`src/rtl/spi_line_fetcher_if.sv`:
```
// Handshake, random-access read port and SPI pins of spi_line_fetcher.
// master = line sequencer / pixel path / flash side, slave = the fetcher.
interface spi_line_fetcher_if #(
    parameter int IDX_W = 7
);
    logic             start;
    logic [23:0]      addr;
    logic             swap;
    logic [IDX_W-1:0] rd_index;
    logic             rd_data;
    logic             busy;
    logic             done;
    logic             spi_cs;
    logic             spi_sclk;
    logic             spi_mosi;
    logic             spi_miso;

    modport master (
        output start, addr, swap, rd_index, spi_miso,
        input  rd_data, busy, done, spi_cs, spi_sclk, spi_mosi
    );

    modport slave (
        input  start, addr, swap, rd_index, spi_miso,
        output rd_data, busy, done, spi_cs, spi_sclk, spi_mosi
    );
endinterface

```
`src/rtl/spi_line_fetcher.sv`:
```
// SPI flash line fetcher with ping-pong line buffers (READ 03h, or FAST READ 0Bh
// with 8 dummy bits when SPI_FAST_READ_EN is defined).
module spi_line_fetcher #(
    parameter int BUFFER_DEPTH = 128,
    parameter int IDX_W        = $clog2(BUFFER_DEPTH)
) (
    input logic               clk,
    input logic               reset,
    spi_line_fetcher_if.slave bus
);

`ifdef SPI_FAST_READ_EN
    localparam logic [7:0] CMD_BYTE = 8'h0B;
`else
    localparam logic [7:0] CMD_BYTE = 8'h03;
`endif
    localparam int CNT_W = (IDX_W > 5) ? IDX_W : 5;

    typedef enum logic [2:0] {IDLE, CMD, ADDR, DUMMY, DATA, GAP} state_t;

    state_t            state;
    logic              ph;
    logic [CNT_W-1:0]  cnt;
    logic [30:0]       shreg;
    logic              sel;
    logic              swap_pend;
    logic [BUFFER_DEPTH-1:0] bank [2];

    always_ff @(posedge clk) begin
        if (reset) begin
            state         <= IDLE;
            ph            <= 1'b0;
            cnt           <= '0;
            shreg         <= '0;
            sel           <= 1'b0;
            swap_pend     <= 1'b0;
            bus.spi_cs    <= 1'b0;
            bus.spi_sclk  <= 1'b0;
            bus.spi_mosi  <= 1'b0;
            bus.busy      <= 1'b0;
            bus.done      <= 1'b0;
        end else begin
            bus.done <= 1'b0;
            case (state)
                IDLE: begin
                    if (bus.start) begin
                        state        <= CMD;
                        ph           <= 1'b0;
                        cnt          <= '0;
                        shreg        <= {CMD_BYTE[6:0], bus.addr};
                        swap_pend    <= bus.swap;
                        bus.spi_cs   <= 1'b1;
                        bus.busy     <= 1'b1;
                        bus.spi_sclk <= 1'b0;
                        bus.spi_mosi <= CMD_BYTE[7];
                    end else if (bus.swap) begin
                        sel <= ~sel;
                    end
                end
                GAP: begin
                    state <= IDLE;
                    if (bus.swap) sel <= ~sel;
                end
                default: begin
                    if (bus.swap) swap_pend <= 1'b1;
                    if (!ph) begin
                        ph           <= 1'b1;
                        bus.spi_sclk <= 1'b1;
                    end else begin
                        // end of a bit: sclk falls, MISO sampled, next MOSI bit presented
                        ph           <= 1'b0;
                        bus.spi_sclk <= 1'b0;
                        cnt          <= cnt + 1'b1;
                        shreg        <= {shreg[29:0], 1'b0};
                        bus.spi_mosi <= 1'b0;
                        case (state)
                            CMD: begin
                                bus.spi_mosi <= shreg[30];
                                if (cnt == CNT_W'(7)) begin
                                    state <= ADDR;
                                    cnt   <= '0;
                                end
                            end
                            ADDR: begin
                                if (cnt == CNT_W'(23)) begin
`ifdef SPI_FAST_READ_EN
                                    state <= DUMMY;
`else
                                    state <= DATA;
`endif
                                    cnt <= '0;
                                end else begin
                                    bus.spi_mosi <= shreg[30];
                                end
                            end
                            DUMMY: begin
                                if (cnt == CNT_W'(7)) begin
                                    state <= DATA;
                                    cnt   <= '0;
                                end
                            end
                            DATA: begin
                                if (cnt == CNT_W'(BUFFER_DEPTH - 1)) begin
                                    state      <= GAP;
                                    bus.spi_cs <= 1'b0;
                                    bus.busy   <= 1'b0;
                                    bus.done   <= 1'b1;
                                    swap_pend  <= 1'b0;
                                    if (swap_pend || bus.swap) sel <= ~sel;
                                end
                            end
                            default: ;
                        endcase
                    end
                end
            endcase
        end
    end

    // Fill bank only; the display bank (~sel) is never written.
    always_ff @(posedge clk) begin
        if (!reset && state == DATA && ph)
            bank[sel][cnt[IDX_W-1:0]] <= bus.spi_miso;
    end

    assign bus.rd_data = bank[~sel][bus.rd_index];

endmodule

```
`src/flat_wrapper.sv`:
```
// flat-port wrapper written by rule: the top's interface ports become plain ports
module spi_line_fetcher_flat 
#(
    parameter int BUFFER_DEPTH = 128,
    parameter int IDX_W        = $clog2(BUFFER_DEPTH)
)
  (clk, reset, bus_start, bus_addr, bus_swap, bus_rd_index, bus_spi_miso, bus_rd_data, bus_busy, bus_done, bus_spi_cs, bus_spi_sclk, bus_spi_mosi);
  spi_line_fetcher_if #(.IDX_W(IDX_W)) bus_i ();
  input logic clk;
  input logic reset;
  input wire logic [$bits(bus_i.start)-1:0] bus_start;
  input wire logic [$bits(bus_i.addr)-1:0] bus_addr;
  input wire logic [$bits(bus_i.swap)-1:0] bus_swap;
  input wire logic [$bits(bus_i.rd_index)-1:0] bus_rd_index;
  input wire logic [$bits(bus_i.spi_miso)-1:0] bus_spi_miso;
  output wire logic [$bits(bus_i.rd_data)-1:0] bus_rd_data;
  output wire logic [$bits(bus_i.busy)-1:0] bus_busy;
  output wire logic [$bits(bus_i.done)-1:0] bus_done;
  output wire logic [$bits(bus_i.spi_cs)-1:0] bus_spi_cs;
  output wire logic [$bits(bus_i.spi_sclk)-1:0] bus_spi_sclk;
  output wire logic [$bits(bus_i.spi_mosi)-1:0] bus_spi_mosi;
  assign bus_i.start = bus_start;
  assign bus_i.addr = bus_addr;
  assign bus_i.swap = bus_swap;
  assign bus_i.rd_index = bus_rd_index;
  assign bus_i.spi_miso = bus_spi_miso;
  assign bus_rd_data = bus_i.rd_data;
  assign bus_busy = bus_i.busy;
  assign bus_done = bus_i.done;
  assign bus_spi_cs = bus_i.spi_cs;
  assign bus_spi_sclk = bus_i.spi_sclk;
  assign bus_spi_mosi = bus_i.spi_mosi;
  spi_line_fetcher #(.BUFFER_DEPTH(BUFFER_DEPTH), .IDX_W(IDX_W)) u_core (.clk(clk), .reset(reset), .bus(bus_i));
endmodule
```
`config.mk`:
```
export PLATFORM = sky130hd
export DESIGN_NAME = spi_line_fetcher_flat
export DESIGN_NICKNAME = d
export VERILOG_FILES = /design/src/rtl/spi_line_fetcher_if.sv /design/src/rtl/spi_line_fetcher.sv /design/src/flat_wrapper.sv
export SDC_FILE = /design/constraint.sdc
export NUM_CORES = 1
export LEC_CHECK = 0
export ABC_AREA = 1
export ABC_CLOCK_PERIOD_IN_PS = 2400
export CAP_MARGIN = 20
export CORE_ASPECT_RATIO = 0.6
export CORE_MARGIN = 2
export CORE_UTILIZATION = 56
export DETAILED_ROUTE_END_ITERATION = 8
export MAX_ROUTING_LAYER = met4
export PLACE_DENSITY = 0.8
export SLEW_MARGIN = 30
export SYNTH_ARGS = -nofsm -noshare
export SYNTH_HDL_FRONTEND = slang
export SYNTH_SLANG_ARGS = --single-unit
export TNS_END_PERCENT = 10
```
`constraint.sdc`:
```
create_clock -name clk -period 2.4 [get_ports clk]
set_input_delay 0.72 -clock clk [delete_from_list [all_inputs] [get_ports clk]]
set_output_delay 0.72 -clock clk [all_outputs]
set_load 0.05 [all_outputs]
```
==> results.ini, run 1 <==
[route]
routed_wl_um=38300
dr.pass1.iters=8
drt_iter0_markers=1760
vias_per_cell=5.98
routedWlPerCell_um=19.1
ant_nets=0
drc=0
num_vias=12000

[floorplan]
ios=42
dieWidth_um=209
core.rowCount=45
design.core.area_sq_um=25100
start_util=0.565
chipHeight_um=127
die-area_sq_um=26700

[hold_path]
min_from=u_core.shreg[24]
hp-class=flip-flop to flip-flop

[clock_network]
cts_tree=done
clock_latency_ns=0.58
clock_path_buffers=3
root_buffer=clkbuf_16
tritoncts.num_buffers=28
cts_max_level=1
clkSinkCount=303
clk_pin_slew_ns=0.07

[sta]
final_hold_viol_count=0
finalSetupTns_ns=-0.806
finalSetupViolations=1
min_period_over_period=1.34
rsz0062_at_grt=yes
fmax_mhz=312
period_needed_ns=3.21
finClkSkew_ns=0.0302
slew_headroom=0.498
slew_viol_final=0
setup_ws_ns=-0.806
worstMarginPinSlew_ns=0.750

[pwr]
powerDensity_nw_per_um2=869
ir_worst_vdd_mv=0.583
fin_total_pwr_mw=14.9
leakagePower_nw=6.33

[outcome]
status=finished with violations
violations=setup timing

[worst_setup_path]
cp_slowest_cell=dfxtp_4
crit_path_end_kind=output pin
path_max_fanout=20
cpPeakStageDelay_ns=0.43
critical_path_required_ns=1.68
rrSetupSlack_ns=0.09
path_cells=buf_12 -> buf_16 -> nand2_1 -> nand3_1 -> nand3_1 -> nand3_1 -> nand3_2 -> nand2_2 -> nand2_1 -> nand3_2 -> nand3_2 -> nand2_4 -> buf_12
startpoint=u_core.sel
cpLargestDelayFamily=simple AND/OR/NAND/NOR gates
critical_path_buf_inv_count=3
start_kind=flip-flop
crit_arrival_ns=2.49
regToRegStartpoint=u_core.state[0]
crit_type=flip-flop to output pin

[synth]
synth_area_leader_cell=edfxtp_1
synthFlopType=edfxtp_1
async_flop_share=0
synthCells=1570
synth_top_area_frac=0.542
ys_warn_count=0
ys_seq_area_frac=0.608
ys_top_cells_by_area=edfxtp_1 (54%), nand2_1 (12%), nand3_1 (8.9%)
syn-num-nets=1607
synth_enable_flop_cells=256
synth_area_sq_um=14200
synth.avg_cell_area_sq_um=9.03
ys_ff_latch=303
synth.distinct_cells=35

[finish]
final_cells=2005
final_nets=1690
drive_above_1_share=0.139
nFillCells=1865
area_growth_pct=20.7

[global_route]
grt_pass1_vias=11500
grt_max_degree=82
grtUsageTotal=0.303
grt_first_pass_wirelength_um=61300
antenna_found_initial=1
grt_overflow=0

[run]
max_cap_violations=0

[placement]
placed_cells=1945
dpl.hpwl_um=24200
gp_congestion=0.907
pre_cts_ws_ns=-0.728
io_buffers=41

[worst reg2reg max path: stages, from the launching register on]
cell and delay, ns:
dfxtp_1 0.36, nor2_4 0.20, nand2_4 0.10, nor2_4 0.12
inv_2 0.06, nor2_4 0.18, nand2_4 0.11, nor2_1 0.27
inv_1 0.32, nor3_1 0.31
[layout by cell type (no fill, tap or decap), types with 2 or more instances in the layout]
master / n
nor2_4: 6
buf_2: 2
a31oi_1: 23
o21ai_0: 32
nor3_1: 54
dfxtp_1: 46
clkbuf_1: 3
nand2_1: 455
nor3_4: 4
bufinv_16: 7
nand2_4: 5
inv_1: 36
a21oi_1: 23
clkdlybuf4s50_1: 32
buf_12: 26
buf_16: 5
nand3_2: 30
nor2_1: 238
buf_6: 3
nand2_2: 5
clkbuf_16: 28
bufbuf_16: 4
clkinv_2: 6
buf_4: 83
inv_2: 7
edfxtp_1: 256
clkinv_1: 8
nand3_1: 222
dlygate4sd2_1: 5
[layout make-up]
type,instances,area [sq um],share of cell area
inverters,48,200,0.0117
repair buffers,161,1830,0.107
multi-input cells,1111,5040,0.294
clock buffers,31,712,0.0416
diodes,1,2.50,0.000146
flip-flops and latches,303,8630,0.504
clock inverters,21,292,0.0170
well taps,329,412,0.0240
[state kept, by name, indices dropped and copies added (netlist names)]
name / cells
u_core.bank: 256
u_core.bus.done: 1
u_core.bus.spi_cs: 1
u_core.bus.spi_mosi: 1
u_core.bus.spi_sclk: 1
u_core.cnt: 7
u_core.sel: 1
u_core.shreg: 31
u_core.state: 3
u_core.swap_pend: 1
[power breakdown]
group,internal (mW),leakage (nW),switching (mW)
registers,5.93,2.69,0.162
logic,1.45,3.16,2.42
clock network,2.90,0.490,2.03
total,10.3,6.33,4.61
[per-stage QoR]
step	util	hold slack [ns]	area [sq um]
finish	0.682	0.457	17100
detailed placement	0.632	0.445	15900
floorplan	-	0.430	14500
global placement	0.632	0.440	15900
global route	0.682	0.491	17100
CTS	0.680	0.455	17100
[what timing repair did]
item,4_1_cts,5_1_grt
hold endpoints to repair,0,0
buffers inserted,3,0
pin swaps,0,2
endpoints found under the setup margin,6,13
hold buffers,0,0
gates cloned,4,0
resized for setup,18,10
[cell usage after synthesis (3+ instances only)]
master / count
buf_6: 4
buf_1: 17
edfxtp_1: 256
clkinv_1: 3
nor2_4: 6
a21oi_1: 23
a31oi_1: 23
dfxtp_1: 47
buf_2: 40
o21ai_0: 32
inv_2: 7
nor3_4: 4
nand2_2: 3
nand2_1: 458
nor3_1: 54
nor2_1: 238
clkbuf_1: 44
nand3_1: 252
nand2_4: 4
buf_4: 3
inv_1: 38
[path summary, 6_finish.rpt]
check | cells past startpoint | to
hold reg to reg | 2 | u_core.shreg[24]
setup reg to reg | 9 | u_core.bank[1][14]
setup / recovery | 13 | bus_rd_data
hold / removal | 2 | u_core.shreg[24]
[cell families after synthesis]
kind of cell,count (synthesis),synth area share
flip-flops,303,0.608
XOR/XNOR,1,0.000618
adder cells (fa/ha/maj),1,0.000882
AND/OR/NAND/NOR,1024,0.309
AO/OA/AOI/OAI,85,0.0337
buffers and inverters,156,0.0477
[metal layers]
metal  global-route usage  share of wire  vias up
met1                0.427           0.41     5698
met3               0.0693           0.12       85
met2                0.439           0.44      724
met4               0.0964          0.025        0
li1                     -              -     5482
met5                    -              0        -
Power figures use the tool's default switching activity.
==> inputs of run 2 (changes only) <==
--- a/config.mk
+++ b/config.mk
@@ -6,16 +6,16 @@
 export NUM_CORES = 1
 export LEC_CHECK = 0
 export ABC_AREA = 1
-export ABC_CLOCK_PERIOD_IN_PS = 2400
+export ABC_CLOCK_PERIOD_IN_PS = 3500
 export CAP_MARGIN = 20
 export CORE_ASPECT_RATIO = 0.6
 export CORE_MARGIN = 2
-export CORE_UTILIZATION = 56
+export CORE_UTILIZATION = 62
 export DETAILED_ROUTE_END_ITERATION = 8
 export MAX_ROUTING_LAYER = met4
-export PLACE_DENSITY = 0.8
+export PLACE_DENSITY = 0.84
 export SLEW_MARGIN = 30
 export SYNTH_ARGS = -nofsm -noshare
 export SYNTH_HDL_FRONTEND = slang
 export SYNTH_SLANG_ARGS = --single-unit
-export TNS_END_PERCENT = 10
+export TNS_END_PERCENT = 100
==> constraint.sdc (replaced) <==
create_clock -name clk -period 3.5 [get_ports clk]
set_input_delay 1.05 -clock clk [delete_from_list [all_inputs] [get_ports clk]]
set_output_delay 1.05 -clock clk [all_outputs]
set_load 0.05 [all_outputs]
==> results.ini, run 2 (synthesis results as in run 1) <==
[sta]
finalSetupViolations=1  ; unchanged
slew_headroom=0.385  ; was 0.498
fmax_mhz=276
rsz0062_at_grt=yes  ; unchanged
min_period_over_period=1.04
period_needed_ns=3.63
final_hold_viol_count=0  ; unchanged
finalSetupTns_ns=-0.126  ; was -0.806 ns
setup_ws_ns=-0.126  ; was -0.806 ns
worstMarginPinSlew_ns=0.920  ; was 0.750 ns
finClkSkew_ns=0.0191  ; was 0.0302 ns
slew_viol_final=0  ; unchanged

[worst_setup_path]
reg2reg_depth=9  ; unchanged
critical_path_required_ns=2.45  ; was 1.68 ns
rrSetupSlack_ns=1.01  ; was 0.09 ns
endpoint=bus_rd_data  ; unchanged
regToRegStartpoint=u_core.state[0]  ; unchanged
crit_arrival_ns=2.58  ; was 2.49 ns
path_cells=dlygate4sd2_1 -> inv_1 -> buf_12 -> nand3_1 -> nand3_1 -> nand2_1 -> nand2_1 -> nand3_2 -> nand3_2 -> nand2_2 -> buf_12  ; was buf_12 -> buf_16 -> nand2_1 -> nand3_1 -> nand3_1 -> nand3_1 -> nand3_2 -> nand2_2 -> nand2_1 -> nand3_2 -> nand3_2 -> nand2_4 -> buf_12
crit_path_end_kind=output pin  ; unchanged
cp_slowest_cell=dlygate4sd2_1  ; was dfxtp_4
r2r-end=u_core.bank[1][93]  ; was u_core.bank[1][14]
path_max_fanout=16  ; was 20
startpoint=bus_rd_index[2]  ; was u_core.sel
start_kind=input pin  ; was flip-flop
cpPeakStageDelay_ns=0.35  ; was 0.43 ns
crit_type=input pin to output pin  ; was flip-flop to output pin

[global_route]
grt_first_pass_wirelength_um=61800  ; was 61300 um
antenna_found_initial=0  ; was 1
grt_max_degree=96  ; was 82
grt_pass1_vias=11200  ; was 11500
grt_overflow=0  ; unchanged
grtUsageTotal=0.346  ; was 0.303

[route]
num_vias=12400  ; was 12000
ant_nets=0  ; unchanged
maxUsedRoutingLayer=met4  ; unchanged
dr.pass1.iters=9  ; was 8
routedWlPerCell_um=21.8  ; was 19.1 um
routed-wl-met3_um=6650  ; was 4520 um
wl_met2_um=18700  ; was 17000 um
drt-met1-wl_um=15800  ; was 15900 um
drt_iter0_markers=2333  ; was 1760
routed_wl_um=42800  ; was 38300 um
drc=0  ; unchanged
vias_per_cell=6.35  ; was 5.98

[floorplan]
dieWidth_um=199  ; was 209 um
chipHeight_um=121  ; was 127 um
core.rowCount=42  ; was 45
ios=42  ; unchanged
design.core.area_sq_um=22200  ; was 25100 sq um
die-area_sq_um=24100  ; was 26700 sq um
start_util=0.638  ; was 0.565

[outcome]
status=finished with violations  ; unchanged
violations=setup timing  ; unchanged

[finish]
final_cell_area_sq_um=17400  ; was 17100 sq um
final_cells=1959  ; was 2005
largest_reg_flops=256  ; unchanged
drive_above_1_share=0.156  ; was 0.139
diodes=0  ; was 1
layout_commonest_cell=nand2_1  ; unchanged
final_nets=1666  ; was 1690
area_growth_pct=22.7  ; was 20.7%
nFillCells=1336  ; was 1865
final_cell_mix=nand2_1 (451), edfxtp_1 (256), nor2_1 (238)  ; was nand2_1 (455), edfxtp_1 (256), nor2_1 (238)

[pwr]
powerDensity_nw_per_um2=580  ; was 869 nW/um^2
ir_worst_vdd_mv=0.402  ; was 0.583 mV
leakagePower_nw=6.38  ; was 6.33 nW

[placement]
pre_cts_ws_ns=-0.349  ; was -0.728 ns
dpl_cell_area_sq_um=15200  ; was 15900 sq um
dpl.hpwl_um=22200  ; was 24200 um
io_buffers=41  ; unchanged
gp_congestion=0.939  ; was 0.907
placed_cells=1869  ; was 1945

[clock_network]
root_buffer=clkbuf_16  ; unchanged
clock_path_buffers=3  ; unchanged
clk_pin_slew_ns=0.07  ; about the same
clock_latency_ns=0.57  ; was 0.58 ns
hold_buffers=0  ; unchanged
tritoncts.num_buffers=28  ; unchanged
cts_max_level=1  ; unchanged
clkSinkCount=303  ; unchanged
cts_tree=done  ; unchanged

[run]
max_cap_violations=0  ; unchanged

[hold_path]
hp-class=flip-flop to flip-flop  ; unchanged

==> run 2: changes by cell type in the layout (fill, tap and decap cells not counted), sizes merged <==
cell / delta
buf: -31
clkbuf: +17
bufinv: -6
clkdlybuf4s50: +4
dlygate4sd2: -4
bufbuf: -2
clkinv: -2
clkinvlp: -1
diode: -1
inv: +1
==> run 2: through the flow <==
step,total power [mW],hold WS (ns),utilization
floorplan,5.71,0.430,-
global placement,6.29,0.437,0.682
detailed placement,6.33,0.444,0.682
CTS,9.68,0.454,0.756
global route,10.4,0.479,0.783
finish,10.1,0.458,0.783
==> run 2: where the power goes <==
part	total [mW]	switching (mW)	internal (mW)
registers	4.17	0.110	4.06
logic	2.86	1.86	1.01
clock network	3.05	1.37	1.68
==> run 2: timing repair <==
| action | 4_1_cts | 5_1_grt |
|---|---|---|
| pin swaps | 18 | 24 |
| resized for setup | 73 | 75 |
| endpoints found under the setup margin | 1 | 1 |
| gates cloned | 10 | 10 |
| setup buffers | 15 | 4 |
==> run 2: worst min path at each step <==
stage / startpoint / slack [ns] / endpoint / depth (start not counted)
after floorplan: u_core.shreg[24] / 0.43 / u_core.shreg[24] / 2
after global placement: u_core.shreg[24] / 0.44 / u_core.shreg[24] / 2
after detailed placement: u_core.shreg[24] / 0.44 / u_core.shreg[25] / 2
after CTS: u_core.shreg[24] / 0.45 / u_core.shreg[24] / 2
after global routing: u_core.shreg[24] / 0.48 / u_core.shreg[24] / 2
final: u_core.shreg[24] / 0.46 / u_core.shreg[24] / 2
==> run 2: routing by layer <==
metal / up-vias / global-route usage
li1: 5439 / -
met1: 5796 / 0.489
met2: 1027 / 0.501
met3: 186 / 0.0853
met4: 0 / 0.101
met5: - / -
==> run 2: critical path: cells and delay by family <==
family                 cells  cell delay [ns]
AND/OR/NAND/NOR            7             0.74
buffers and inverters      4             0.79
==> run 2: cell type report <==
cell class	count	area, sq um	share of cell area
timing repair buffer	134	1900	0.109
tap	308	385	0.0222
timing repair inverter	3	31.3	0.00180
inverter	48	223	0.0128
clock buffer	42	815	0.0468
sequential	303	8630	0.496
multi-input combinational	1111	5330	0.306
clock inverter	10	77.6	0.00446
==> inputs of run 3 (changes only) <==
--- a/config.mk
+++ b/config.mk
@@ -14,7 +14,6 @@
 export DETAILED_ROUTE_END_ITERATION = 8
 export MAX_ROUTING_LAYER = met4
 export PLACE_DENSITY = 0.84
-export SLEW_MARGIN = 30
 export SYNTH_ARGS = -nofsm -noshare
 export SYNTH_HDL_FRONTEND = slang
 export SYNTH_SLANG_ARGS = --single-unit
==> results of run 3 <==
No change in the layout: final DEF, timing and power equal those of run 2.
